--- src/rtl/breadboard_pkg.sv ---
// ---------------------------------------------------------------------------
// breadboard_pkg
// Shared definitions for the programmable truth-table block:
//   - default function-input count and function count
//   - sweep FSM state encoding
//   - helper returning the number of rows (2^K) of a K-input truth table
// ---------------------------------------------------------------------------
package breadboard_pkg;

    localparam int DEF_K = 4;
    localparam int DEF_F = 10;

    typedef enum logic [1:0] {
        IDLE  = 2'd0,
        SWEEP = 2'd1,
        DRAIN = 2'd2
    } state_t;

    // Number of rows in a K-input truth table.
    function automatic int numRows(input int k);
        return 1 << k;
    endfunction

endpackage

--- src/rtl/lut_bank.sv ---
// ---------------------------------------------------------------------------
// lut_bank
// F truth tables of 2^K bits each, held in registers.
// Ports:
//   i_clk   rising-edge clock
//   i_rst   synchronous active-high reset, clears every table
//   i_we    write strobe (caller guarantees i_sel < F when asserted)
//   i_sel   table index to write
//   i_data  new truth table, bit i = f(input == i)
//   i_idx   input vector to look up in all tables
//   o_bits  bit j = table j at row i_idx (combinational read)
// ---------------------------------------------------------------------------
module lut_bank
    import breadboard_pkg::*;
#(
    parameter int K  = DEF_K,
    parameter int F  = DEF_F,
    parameter int SW = (F > 1) ? $clog2(F) : 1
) (
    input  logic                    i_clk,
    input  logic                    i_rst,
    input  logic                    i_we,
    input  logic [SW-1:0]           i_sel,
    input  logic [numRows(K)-1:0]   i_data,
    input  logic [K-1:0]            i_idx,
    output logic [F-1:0]            o_bits
);

    localparam int N = numRows(K);

    logic [N-1:0] r_table [F];

    // Table storage. Writes are decoded per table so that the select width
    // never has to match the array depth exactly.
    always_ff @(posedge i_clk) begin
        if (i_rst) begin
            for (int j = 0; j < F; j++) begin
                r_table[j] <= '0;
            end
        end else begin
            for (int j = 0; j < F; j++) begin
                if (i_we && (i_sel == SW'(j))) begin
                    r_table[j] <= i_data;
                end
            end
        end
    end

    // Read one row across all tables. Because the tables are registers, a
    // same-cycle write is not yet visible here (read-before-write).
    always_comb begin
        o_bits = '0;
        for (int j = 0; j < F; j++) begin
            o_bits[j] = r_table[j][i_idx];
        end
    end

endmodule

--- src/rtl/breadboard_lut_seq.sv ---
// ---------------------------------------------------------------------------
// breadboard_lut_seq
// F run-time programmable K-input boolean functions with a registered
// evaluation path and a sweep engine that dumps every input combination.
// Ports:
//   i_clk, i_rst        clock, synchronous active-high reset
//   i_cfg_we/sel/data   truth-table write port (accepted only in IDLE)
//   o_cfg_err           one-cycle pulse after a rejected write
//   i_in_valid, i_in_vec  evaluate one vector (IDLE only)
//   i_start             begin a full sweep (IDLE only, beats i_in_valid)
//   o_busy              sweep in progress
//   o_done              pulse alongside the last sweep output
//   o_out_valid, o_out_vec, o_out_idx  registered result and its vector
// ---------------------------------------------------------------------------
module breadboard_lut_seq
    import breadboard_pkg::*;
#(
    parameter int K  = DEF_K,
    parameter int F  = DEF_F,
    parameter int SW = (F > 1) ? $clog2(F) : 1
) (
    input  logic                    i_clk,
    input  logic                    i_rst,
    input  logic                    i_cfg_we,
    input  logic [SW-1:0]           i_cfg_sel,
    input  logic [numRows(K)-1:0]   i_cfg_data,
    output logic                    o_cfg_err,
    input  logic                    i_in_valid,
    input  logic [K-1:0]            i_in_vec,
    input  logic                    i_start,
    output logic                    o_busy,
    output logic                    o_done,
    output logic                    o_out_valid,
    output logic [F-1:0]            o_out_vec,
    output logic [K-1:0]            o_out_idx
);

    // Counter is one bit wider than the index so the terminal value never
    // aliases with a wrapped index.
    localparam logic [K:0] LAST_ROW = (K+1)'(numRows(K) - 1);

    state_t         r_state;
    logic [K:0]     r_cnt;

    logic           w_selInRange;
    logic           w_writeEn;
    logic           w_evalEn;
    logic [K-1:0]   w_evalIdx;
    logic [F-1:0]   w_bits;

    // The select is widened by one bit so an F equal to 2^SW still compares
    // correctly instead of truncating to zero.
    always_comb begin
        w_selInRange = ({1'b0, i_cfg_sel} < (SW+1)'(F));
        w_writeEn    = i_cfg_we && (r_state == IDLE) && w_selInRange;
        w_evalEn     = (r_state == SWEEP) ||
                       ((r_state == IDLE) && i_in_valid && !i_start);
        w_evalIdx    = (r_state == SWEEP) ? r_cnt[K-1:0] : i_in_vec;
    end

    lut_bank #(
        .K  (K),
        .F  (F),
        .SW (SW)
    ) u_bank (
        .i_clk  (i_clk),
        .i_rst  (i_rst),
        .i_we   (w_writeEn),
        .i_sel  (i_cfg_sel),
        .i_data (i_cfg_data),
        .i_idx  (w_evalIdx),
        .o_bits (w_bits)
    );

    // Sweep FSM plus all output registers. done is raised on the edge that
    // enters DRAIN so it lines up with the final sweep output; reset drops
    // straight to IDLE so an aborted sweep never reports done.
    always_ff @(posedge i_clk) begin
        if (i_rst) begin
            r_state     <= IDLE;
            r_cnt       <= '0;
            o_cfg_err   <= 1'b0;
            o_busy      <= 1'b0;
            o_done      <= 1'b0;
            o_out_valid <= 1'b0;
            o_out_vec   <= '0;
            o_out_idx   <= '0;
        end else begin
            o_cfg_err   <= i_cfg_we && !w_writeEn;
            o_done      <= 1'b0;
            o_out_valid <= w_evalEn;
            if (w_evalEn) begin
                o_out_vec <= w_bits;
                o_out_idx <= w_evalIdx;
            end

            case (r_state)
                IDLE: begin
                    if (i_start) begin
                        r_state <= SWEEP;
                        r_cnt   <= '0;
                        o_busy  <= 1'b1;
                    end
                end
                SWEEP: begin
                    if (r_cnt == LAST_ROW) begin
                        r_state <= DRAIN;
                        r_cnt   <= '0;
                        o_done  <= 1'b1;
                    end else begin
                        r_cnt <= r_cnt + 1'b1;
                    end
                end
                DRAIN: begin
                    r_state <= IDLE;
                    o_busy  <= 1'b0;
                end
                default: begin
                    r_state <= IDLE;
                    o_busy  <= 1'b0;
                end
            endcase
        end
    end

endmodule

--- config.mk ---
export PLATFORM = sky130hd
export DESIGN_NAME = breadboard_lut_seq
export DESIGN_NICKNAME = d
export VERILOG_FILES = /design/src/rtl/breadboard_pkg.sv /design/src/rtl/lut_bank.sv /design/src/rtl/breadboard_lut_seq.sv
export SDC_FILE = /design/constraint.sdc
export NUM_CORES = 1
export LEC_CHECK = 0
export CORE_MARGIN = 3
export CORE_UTILIZATION = 60
export CTS_CLUSTER_DIAMETER = 120
export CTS_CLUSTER_SIZE = 30
export DETAILED_ROUTE_END_ITERATION = 8
export PLACE_DENSITY_LB_ADDON = 0.15
export SYNTH_ARGS = -nofsm -noshare
export SYNTH_HDL_FRONTEND = slang
export SYNTH_SLANG_ARGS = --single-unit
--- constraint.sdc ---
create_clock -name i_clk -period 4.8 [get_ports i_clk]
set_clock_uncertainty 0.05 [all_clocks]
set_input_delay 0.48 -clock i_clk [delete_from_list [all_inputs] [get_ports i_clk]]
set_output_delay 0.48 -clock i_clk [all_outputs]
set_load 0.02 [all_outputs]
# [After elaboration in Yosys (flattened, before gate mapping)]
# Memory sizes are Yosys's and may differ from the RTL's.
# Index checks and enable logic that the tools add are counted.
[totals] regBits=25 mem_bits_rw=160 inputBits=29 output_inout_bits=18 word_cells=133 mem_count=1
[memory_table] memory="u_bank.r_table" depth=10 word_bits=16 read_ports=10 rd_clocked_by_memory_dff=0 wr=10 line_no="lut_bank.sv:31" source="logic [N-1:0] r_table [F];"
[op_classes] addsub=1 magnitude_cmp=2 n_eq_ne=13 muxes=72 bitwise_logic=11 n_reduce_logical=25
[ops] op="2-to-1 mux 16 bit" n=10
[ops] op="2-to-1 mux 1 bit" n=44
[ops] op="binary-select mux 1 bit (select 4 bit)" n=10
[ops] op="== test 4 x 3 -> 1 bit (second input constant)" n=4
[ops] op="logical AND 1 bit" n=15
[ops] op="2-to-1 mux 5 bit" n=2
[ops] op="OR 1 bit" n=10
[ops] op="one-hot mux 5 bit (2 select lines)" n=1
[ops] op="== test 4 x 2 -> 1 bit (second input constant)" n=2
[ops] op="== test 4 bit (second input constant)" n=2
[ops] op="AND reduction 2 bit" n=3
[ops] op="adder 5 x 1 -> 5 bit (second input constant)" n=1
[ops] op="== test 5 x 4 -> 1 bit (second input constant)" n=1
[ops] op="less-than comparator 4 x 5 -> 1 bit (second input constant)" n=1
[ops] op="== test 4 x 1 -> 1 bit (second input constant)" n=1
[ops] op="zero test 4 bit" n=1
[ops] op="less-than comparator 4 bit (second input constant)" n=1
[ops] op="2-to-1 mux 2 bit" n=2
[ops] op="2-to-1 mux 4 bit" n=1
[ops] op="one-hot mux 2 bit (2 select lines)" n=1
[ops] op="== test 2 x 1 -> 1 bit (second input constant)" n=1
[ops] op="zero test 1 bit" n=2
[ops] op="zero test 2 bit" n=1
[ops] op="inequality test 2 x 1 -> 1 bit (second input constant)" n=1
[ops] op="other kinds (6)" n=6

# [Logic depth before layout (Yosys ltp)]
# Gate-level depths: netlist (run 1).
[logic_depth] depth_word=8 mapped_depth=10

# [Modules after synthesis]
# From an unflattened synthesis (run 1), not the netlist that was laid out.
[unflattened] hier_cells=570 hier_area_um2=8349.3
[modules_own_cells] module="lut_bank" n_inst=1 cells_per_inst=450 area_each_um2=7250.7 seq_area_each_um2=4804.6
[modules_own_cells] module="breadboard_lut_seq" n_inst=1 cells_per_inst=120 area_each_um2=1098.6 seq_area_each_um2=500.5

# [Worst setup path after synthesis (run 1)]
# No wires, ideal clock.
[synth_path] path_type="register to register" start="register r_state[1]" end="memory u_bank.r_table[0][112] (netlist bit) (enable)" setup_time_ns=0.411 arrival_time_ns=2.150 required_time_ns=4.339 slack_ns=2.189 path_stages_with_launch=7 synth_period_minus_slack_ns=2.611 path_cell_list="dfxtp_1 buf_2 nor2_4 nand4b_1 inv_1 nand2_1 o21ai_0"
[synth_rtl] element="start: declaration" line_no="breadboard_lut_seq.sv:42" source="state_t r_state;"
[synth_rtl] element="start signal: assignment" line_no="breadboard_lut_seq.sv:80" source="r_state <= IDLE;"
[synth_rtl] element="start signal: assignment" line_no="breadboard_lut_seq.sv:100" source="r_state <= SWEEP;"
[synth_rtl] element="start signal: assignment" line_no="breadboard_lut_seq.sv:107" source="r_state <= DRAIN;"
[synth_rtl] element="end: declaration" line_no="lut_bank.sv:31"

# [Worst setup path after layout (run 1)]
[layout_path] start="register r_state[1]" end="register o_out_vec[4]"
[layout_between] elab_chain_cells=4
[layout_lines] element="== test 2 x 1 -> 1 bit or zero test 2 bit (tied branches)" line_no="breadboard_lut_seq.sv:56, breadboard_lut_seq.sv:58, breadboard_lut_seq.sv:57"
[layout_lines] element="2-to-1 mux 4 bit or logical AND 1 bit (tied branches)" line_no="breadboard_lut_seq.sv:58, breadboard_lut_seq.sv:57"
[layout_lines] element="binary-select mux 1 bit (select 4 bit) or logical AND 1 bit (tied branches)" line_no="lut_bank.sv:54, breadboard_lut_seq.sv:57"
[layout_lines] element="2-to-1 mux 1 bit (implied by the code) or logical OR 1 bit (tied branches)" line_no="lut_bank.sv:54, breadboard_lut_seq.sv:56"
[layout_lines] element="end signal: assignment" line_no="breadboard_lut_seq.sv:93" source="o_out_vec <= w_bits;"
[layout_lines] element="end: declaration" line_no="breadboard_lut_seq.sv:34" source="output logic [F-1:0] o_out_vec,"
# Parallel ways exist; a longest one is shown, timed or not. The select of a mux whose other input is x is not followed.
# A chain may end at the register's enable or synchronous reset.

==> summary.md, run 1 <==
| Metric | Value |
|---|---|
| Status | finished, final reports clean |
| Final Hold Vio Count | 0 |
| Mapped cell area | between 0.008 and 0.009 mm^2 |
| Hold Crit Class | reg -> reg |
| CTS root buf | clkbuf_16 |
| R2R depth | 6 |
| Post-Synthesis Cells | 790 |
| Die area | 0.0159 mm^2 |
| Sw power | ~0.00089 W |
| Number of buffers added on ports | 46 |
| Area delta synth->final | 14.2% |
| Clock sinks | approximately 190 |
| Sequential Power Share | 0.505 |
| Layout cells sized above 1 | 0.0789 |
| Synth Register Bits | 185 |
| Worst R2R Setup Slack | around 1.9 ns |
| Post-place setup slack | 1.84 ns |
| Worst Setup Path Type | reg -> reg |
| DRT Wirelength | 20400 um |
| Cell Rows | 43 |
| Post-synth top flop | edfxtp_1 |
| Area leader, netlist | edfxtp_1 |
| Hold path endpoint | o_out_idx[0] |
| Clk buf depth | 2 |
| Core area | 0.0140 mm^2 |
| Final worst-path cycle share | 0.596 |
| First-pass GRT wire length | between 30000 and 40000 um |
| Max_slew headroom | 0.177 |
| Leakage power figure | between 3 and 4 nW |
| PwrDens | about 370 mW/mm^2 |
| CP peak stage delay | roughly 0.87 ns |
| Starting Density | 0.617 |
| RSZ-0062 raised after global routing | false |
| Int Pwr | 0.00276 W |
| Syn Area/Cell | between 10 and 15 um^2 |
| Synth area leaders | edfxtp_1, and2_1, nand2_1 |
| H-tree lvl count | 4 |
| Sequential fraction of the synthesis area | 0.615 |
| Synth top area share | 0.557 |
| DRT Pass-1 Iters | 7 |
| Reg clk slew, reported paths | roughly 0.07 ns |
| Total grt overflow | 0 |
| Setup violations, final | 0 |
| Fmax | approximately 0.35 GHz |
| CP endpoint kind | register |
| Fillers | 1021 |
| CTS tree | yes |
| Vias per cell | 6.04 |
| Hold wc startpoint | o_out_idx[0] |
| Setup TNS | 0 ns |
| Initial DRC Count | between 500 and 600 |
| FFs w/ async S/R, synth | 0 |
| Clock period minus worst slack | about 2.9 ns |
| Comb pwr share | 0.101 |
| Clock Latency Late Sink | approximately 0.42 ns |
| Die Wd | 126 um |
| Footprint of the multi-input gates | approximately 0.0031 mm^2 |
| Cell with the most instances after synthesis | and2_1 |
| TritonCTS Buffers | 17 |
| Synthesized net count | 820 |
| VDD IR max | slightly above 0.3 mV |
| Ant diodes | 0 |
| Worst Setup Slack, final | ~1.9 ns |
| Initial antenna violation count | 0 |
| Switch share | 0.244 |
| Critical path's slowest cell | mux2i_4 |
| Post-CTS Setup Bufs | 0 |
| Num ports | 47 |
| Cts repair resizes | 0 |
| Hold Buf Count CTS | 0 |
| Crit-path cells | nand2b_2 > mux2i_4 > buf_12 > a31oi_1 > a31oi_1 > nand3_1 |
| RR Startpoint | r_state[1] |
| Data required time at the worst endpoint | ~5 ns |
| ANT nets after route | 0 |
| FF+latch area | 0.00531 mm^2 |
| Maximum number of pins on one net before global-route repair | between 40 and 50 |
| Post-DP HPWL | roughly 13000 um |
| GRT Total Usage | 0.262 |
| Final Slew Violations | 0 |
| # DRC | 0 |
| Nets | ~850 |
| Ys Warns | 0 |
| Worst hold margin | between 0.4 and 0.5 ns |
| Netlist cell types | 46 |
| Worst-Margin Slew | 1.23 ns |
| Critical path's most frequent cell | a31oi_1 |
| R2R Path End | o_out_vec[4] |
| Post-synth EDFFs | 160 |
| Via Count | between 6000 and 7000 |
| Die H | around 130 um |
| Max-cap violations | 0 |
| Worst Path Max Fanout | 33 |
| CP startpoint | r_state[1] |
| Commonest cells post-synth | and2_1, edfxtp_1, nand2_1 |
| Vias in the first global route | about 6000 |
| Startpoint Class | register |
| Drt wl/cell | about 20 um |
| Signal arrival time at the worst endpoint | ~3.1 ns |
| WHS Path Cells | 2 |
| Final GP Congestion | roughly 0.83 |
| Clock network power share | 0.394 |
==> cell usage in the layout (no fill, tap or decap), types with 6 or more instances in the layout <==
master and instances:
nand4_1 22, dfxtp_1 25, nor3_1 15, nor2_1 38, edfxtp_1 160, a31oi_1 22
clkbuf_16 20, mux2i_1 11, nand3_1 46, a32oi_1 10, and2_1 161, o22ai_1 20
clkdlybuf4s50_1 46, o21ai_1 8, nand2_1 146, inv_6 6, a21oi_1 6, buf_4 15
==> stage by stage <==
step / util / instances / power (W) / instance area, um^2
after floorplan: - / 790 / 0.00209 / 8630
after global placement: 0.660 / 984 / 0.00223 / 9230
after detailed placement: 0.660 / 984 / 0.00225 / 9230
after CTS: 0.704 / 1016 / 0.00366 / 9850
after global routing: 0.705 / 1016 / 0.00379 / 9860
final: 0.705 / 1016 / 0.00366 / 9860
==> state kept, by name, indices dropped and copies added (netlist names) <==
signal,count
o_busy,1
o_out_valid,1
r_cnt,5
o_out_vec,10
o_done,1
o_out_idx,4
u_bank.r_table,160
o_cfg_err,1
r_state,2
==> kinds of logic after synthesis <==
family | count (synthesis) | share of synthesized area
fa+ha+maj | 1 | 0.00145
simple gates | 453 | 0.269
buf+inv | 53 | 0.0303
mux | 16 | 0.0199
compound gates | 82 | 0.0642
flops | 185 | 0.615
==> power by group through the flow <==
| stage | registers [W] | clock network (W) | logic [W] |
|---|---|---|---|
| 2_1_floorplan | 0.00189 | 0 | 0.000197 |
| 3_3_place_gp | 0.00188 | 0 | 0.000357 |
| 3_5_place_dp | 0.00188 | 0 | 0.000366 |
| 4_1_cts | 0.00185 | 0.00145 | 0.000368 |
| 5_1_grt | 0.00185 | 0.00154 | 0.000400 |
| 6_report | 0.00185 | 0.00144 | 0.000369 |
==> critical path, delay by kind of cell, from the launching register on <==
kind	cells	cell delay [ns]
muxes	1	0.87
buffers and inverters	1	0.29
AOI/OAI and AO/OA	2	0.35
and+or+nand+nor	2	0.56
DFF	1	0.59
==> cell type report <==
class                   instances  share of cell area
inverters                       5             0.00190
flip-flops and latches        185               0.538
multi-input cells             552               0.314
well taps                     180              0.0228
repair buffers                 62              0.0602
clock buffers                  20              0.0508
clock inverters                12              0.0122
==> metal layers <==
layer  track usage  up-vias  routed length (um)
li1              -     2880                   -
met1         0.348     2937                8360
met2         0.422      262                9790
met3        0.0475       53                1430
met4         0.127        0                 779
met5             0        -                   0
==> how the worst max path moves through the flow <==
stage / end
6_report: o_out_vec[4]
3_5_place_dp: u_bank.r_table[0][154]
4_1_cts: o_out_vec[4]
5_1_grt: o_out_vec[4]
3_3_place_gp: u_bank.r_table[0][140]
2_1_floorplan: u_bank.r_table[0][112]
(Power assumes the default switching activity.)
==> run 2, diff against run 1 <==
--- a/config.mk
+++ b/config.mk
@@ -6,7 +6,7 @@
 export NUM_CORES = 1
 export LEC_CHECK = 0
 export CORE_MARGIN = 3
-export CORE_UTILIZATION = 60
+export CORE_UTILIZATION = 54
 export CTS_CLUSTER_DIAMETER = 120
 export CTS_CLUSTER_SIZE = 30
 export DETAILED_ROUTE_END_ITERATION = 8
==> constraint.sdc (replaced) <==
create_clock -name i_clk -period 2.4 [get_ports i_clk]
set_clock_uncertainty 0.05 [all_clocks]
set_input_delay 0.24 -clock i_clk [delete_from_list [all_inputs] [get_ports i_clk]]
set_output_delay 0.24 -clock i_clk [all_outputs]
set_load 0.02 [all_outputs]
==> run 2 against run 1 <==
Combinational power increased by 120%; core utilization decreased by 4.7 points; power increased by 110%; sequential power increased by 100%; wire length increased by 8.6%; cell area increased by 2.9%; critical path depth decreased by 1; sequential share of layout area decreased by 1.5 points; setup slack got worse by 1.8 ns; clock power increased by 110%; global-route usage decreased by 0.61 points; clock-buffer cell count decreased by 1; critical endpoint is now o_out_vec[0]; largest power group unchanged.
==> summary.md, run 2 (synthesized netlist as in run 1, its figures left out) <==
| Metric | Value |
|---|---|
| Initial antenna violation count | 0 |
| Data required time at the worst endpoint | roughly 2.7 ns |
| Vias per cell | 5.85 |
| Die H | approximately 130 um |
| Die area | approximately 0.018 mm^2 |
| Critical path's most frequent cell | nand3_1 |
| Post-CTS Setup Bufs | 0 |
| Footprint of the multi-input gates | a little over 0.003 mm^2 |
| DRT Pass-1 Iters | 5 |
| Ant diodes | 0 |
| Reg clk slew, reported paths | ~0.060 ns |
| Worst Setup Path Type | reg -> reg |
| Fillers | approximately 1200 |
| Startpoint Class | register |
| Die Wd | roughly 130 um |
| RSZ-0062 raised after global routing | false |
| DRT Wirelength | 22100 um |
| GRT Total Usage | 0.256 |
| Final Util | 0.658 |
| Final Hold Vio Count | 0 |
| CTS root buf | clkbuf_16 |
| Most frequent cells in the layout | and2_1, edfxtp_1, nand2_1 |
| Final Slew Violations | 0 |
| Clock sinks | roughly 190 |
| H-tree lvl count | 4 |
| CP endpoint kind | register |
| Post-DP HPWL | 13700 um |
| Power Total | approximately 0.0076 W |
| Fmax | about 0.45 GHz |
| Hold Buf Count CTS | 0 |
| Max reg flops | between 150 and 200 |
| Final GP Congestion | around 0.87 |
| FF+latch area | 0.00531 mm^2 |
| Layout cells sized above 1 | 0.101 |
| Leakage power figure | about 3.8 nW |
| Max-cap violations | 0 |
| Hold Crit Class | reg -> reg |
| TritonCTS Buffers | 17 |
| Via Count | ~6300 |
| Biggest regs | u_bank.r_table x160, o_out_vec x10, r_cnt x5 |
| Max_slew headroom | 0.265 |
| Area delta synth->final | 17.6% |
| Maximum number of pins on one net before global-route repair | 68 |
| Nets | ~880 |
| Total grt overflow | 0 |
| ANT nets after route | 0 |
| Final worst-path cycle share | 0.922 |
| Clk buf depth | 2 |
| Cts repair resizes | 0 |
| VDD IR max | 0.475 mV |
| Starting Density | 0.559 |
| Num ports | 47 |
| PwrDens | ~740 mW/mm^2 |
| Worst Path Max Fanout | 10 |
| # DRC | 0 |
| Signal arrival time at the worst endpoint | about 2.5 ns |
| Top reg by flops | u_bank.r_table |
| Clock period minus worst slack | approximately 2.2 ns |
| Worst-Margin Slew | 1.10 ns |
| Setup TNS | 0 ns |
| Setup violations, final | 0 |
| First-pass GRT wire length | about 34000 um |
| Core area | roughly 0.015 mm^2 |
| Cell Rows | between 40 and 50 |
| Commonest non-fill, non-tap cell in the layout | and2_1 |
| Number of buffers added on ports | 46 |
| CP peak stage delay | roughly 0.9 ns |
| Critical path's slowest cell | o31ai_2 |
| Initial DRC Count | 711 |
| Vias in the first global route | just under 6000 |
| Drt wl/cell | roughly 21 um |
| Status | finished, final reports clean |
| Crit-path cells | nor2b_1 > o31ai_2 > nand3_1 > nand4_1 > nand3_1 |
| Clock Latency Late Sink | ~0.43 ns |
| CTS tree | yes |
## run 2: cell count changes in the layout (fill, tap and decap cells not counted), sizes merged
cell / previous run / this run
bufinv: 1 / 5
clkbuf: 20 / 19
inv: 12 / 6
buf: 16 / 40
clkinv: 1 / 4
## run 2: critical path: cells and delay by family, from the launching register on
kind,cells,cell delay [ns]
flip-flops,1,0.48
AND/OR/NAND/NOR,4,0.65
AO/OA/AOI/OAI,1,0.91
## run 2: power breakdown
part	switching, W	internal [W]
Combinational	0.000512	0.000286
Sequential	0.0000664	0.00363
Clock	0.00119	0.00187
Total	0.00177	0.00579
## run 2: per-layer routing
layer / vias up / global-route usage / wire, um
met1: 3057 / 0.369 / 9660
met5: - / 0 / 0
met2: 249 / 0.398 / 10400
li1: 2926 / - / -
met3: 34 / 0.0392 / 1540
met4: 0 / 0.0947 / 542
## run 2: area by class of cell
type	instances	area share
clock buffers	19	0.0437
inverters	5	0.00185
well taps	211	0.0260
flip-flops and latches	185	0.523
clock inverters	13	0.0197
multi-input cells	552	0.306
repair buffers	86	0.0799
## run 2: worst paths after layout
kind	slack, ns	from	cells past startpoint	end
hold / removal	0.45	o_out_idx[1]	2	o_out_idx[1]
hold reg to reg	0.45	o_out_idx[1]	2	o_out_idx[1]
setup / recovery	0.19	r_state[1]	5	o_out_vec[0]
setup reg to reg	0.19	r_state[1]	5	o_out_vec[0]
## run 2: through the flow
| stage | hold slack [ns] | area [um^2] | cells | setup WS (ns) |
|---|---|---|---|---|
| after floorplan | 0.336 | 8630 | 790 | -0.211 |
| after global placement | 0.424 | 9490 | 1039 | 0.00900 |
| after detailed placement | 0.428 | 9490 | 1039 | -0.0962 |
| after CTS | 0.446 | 10100 | 1071 | 0.139 |
| after global routing | 0.466 | 10100 | 1071 | 0.0169 |
| final | 0.451 | 10100 | 1071 | 0.186 |
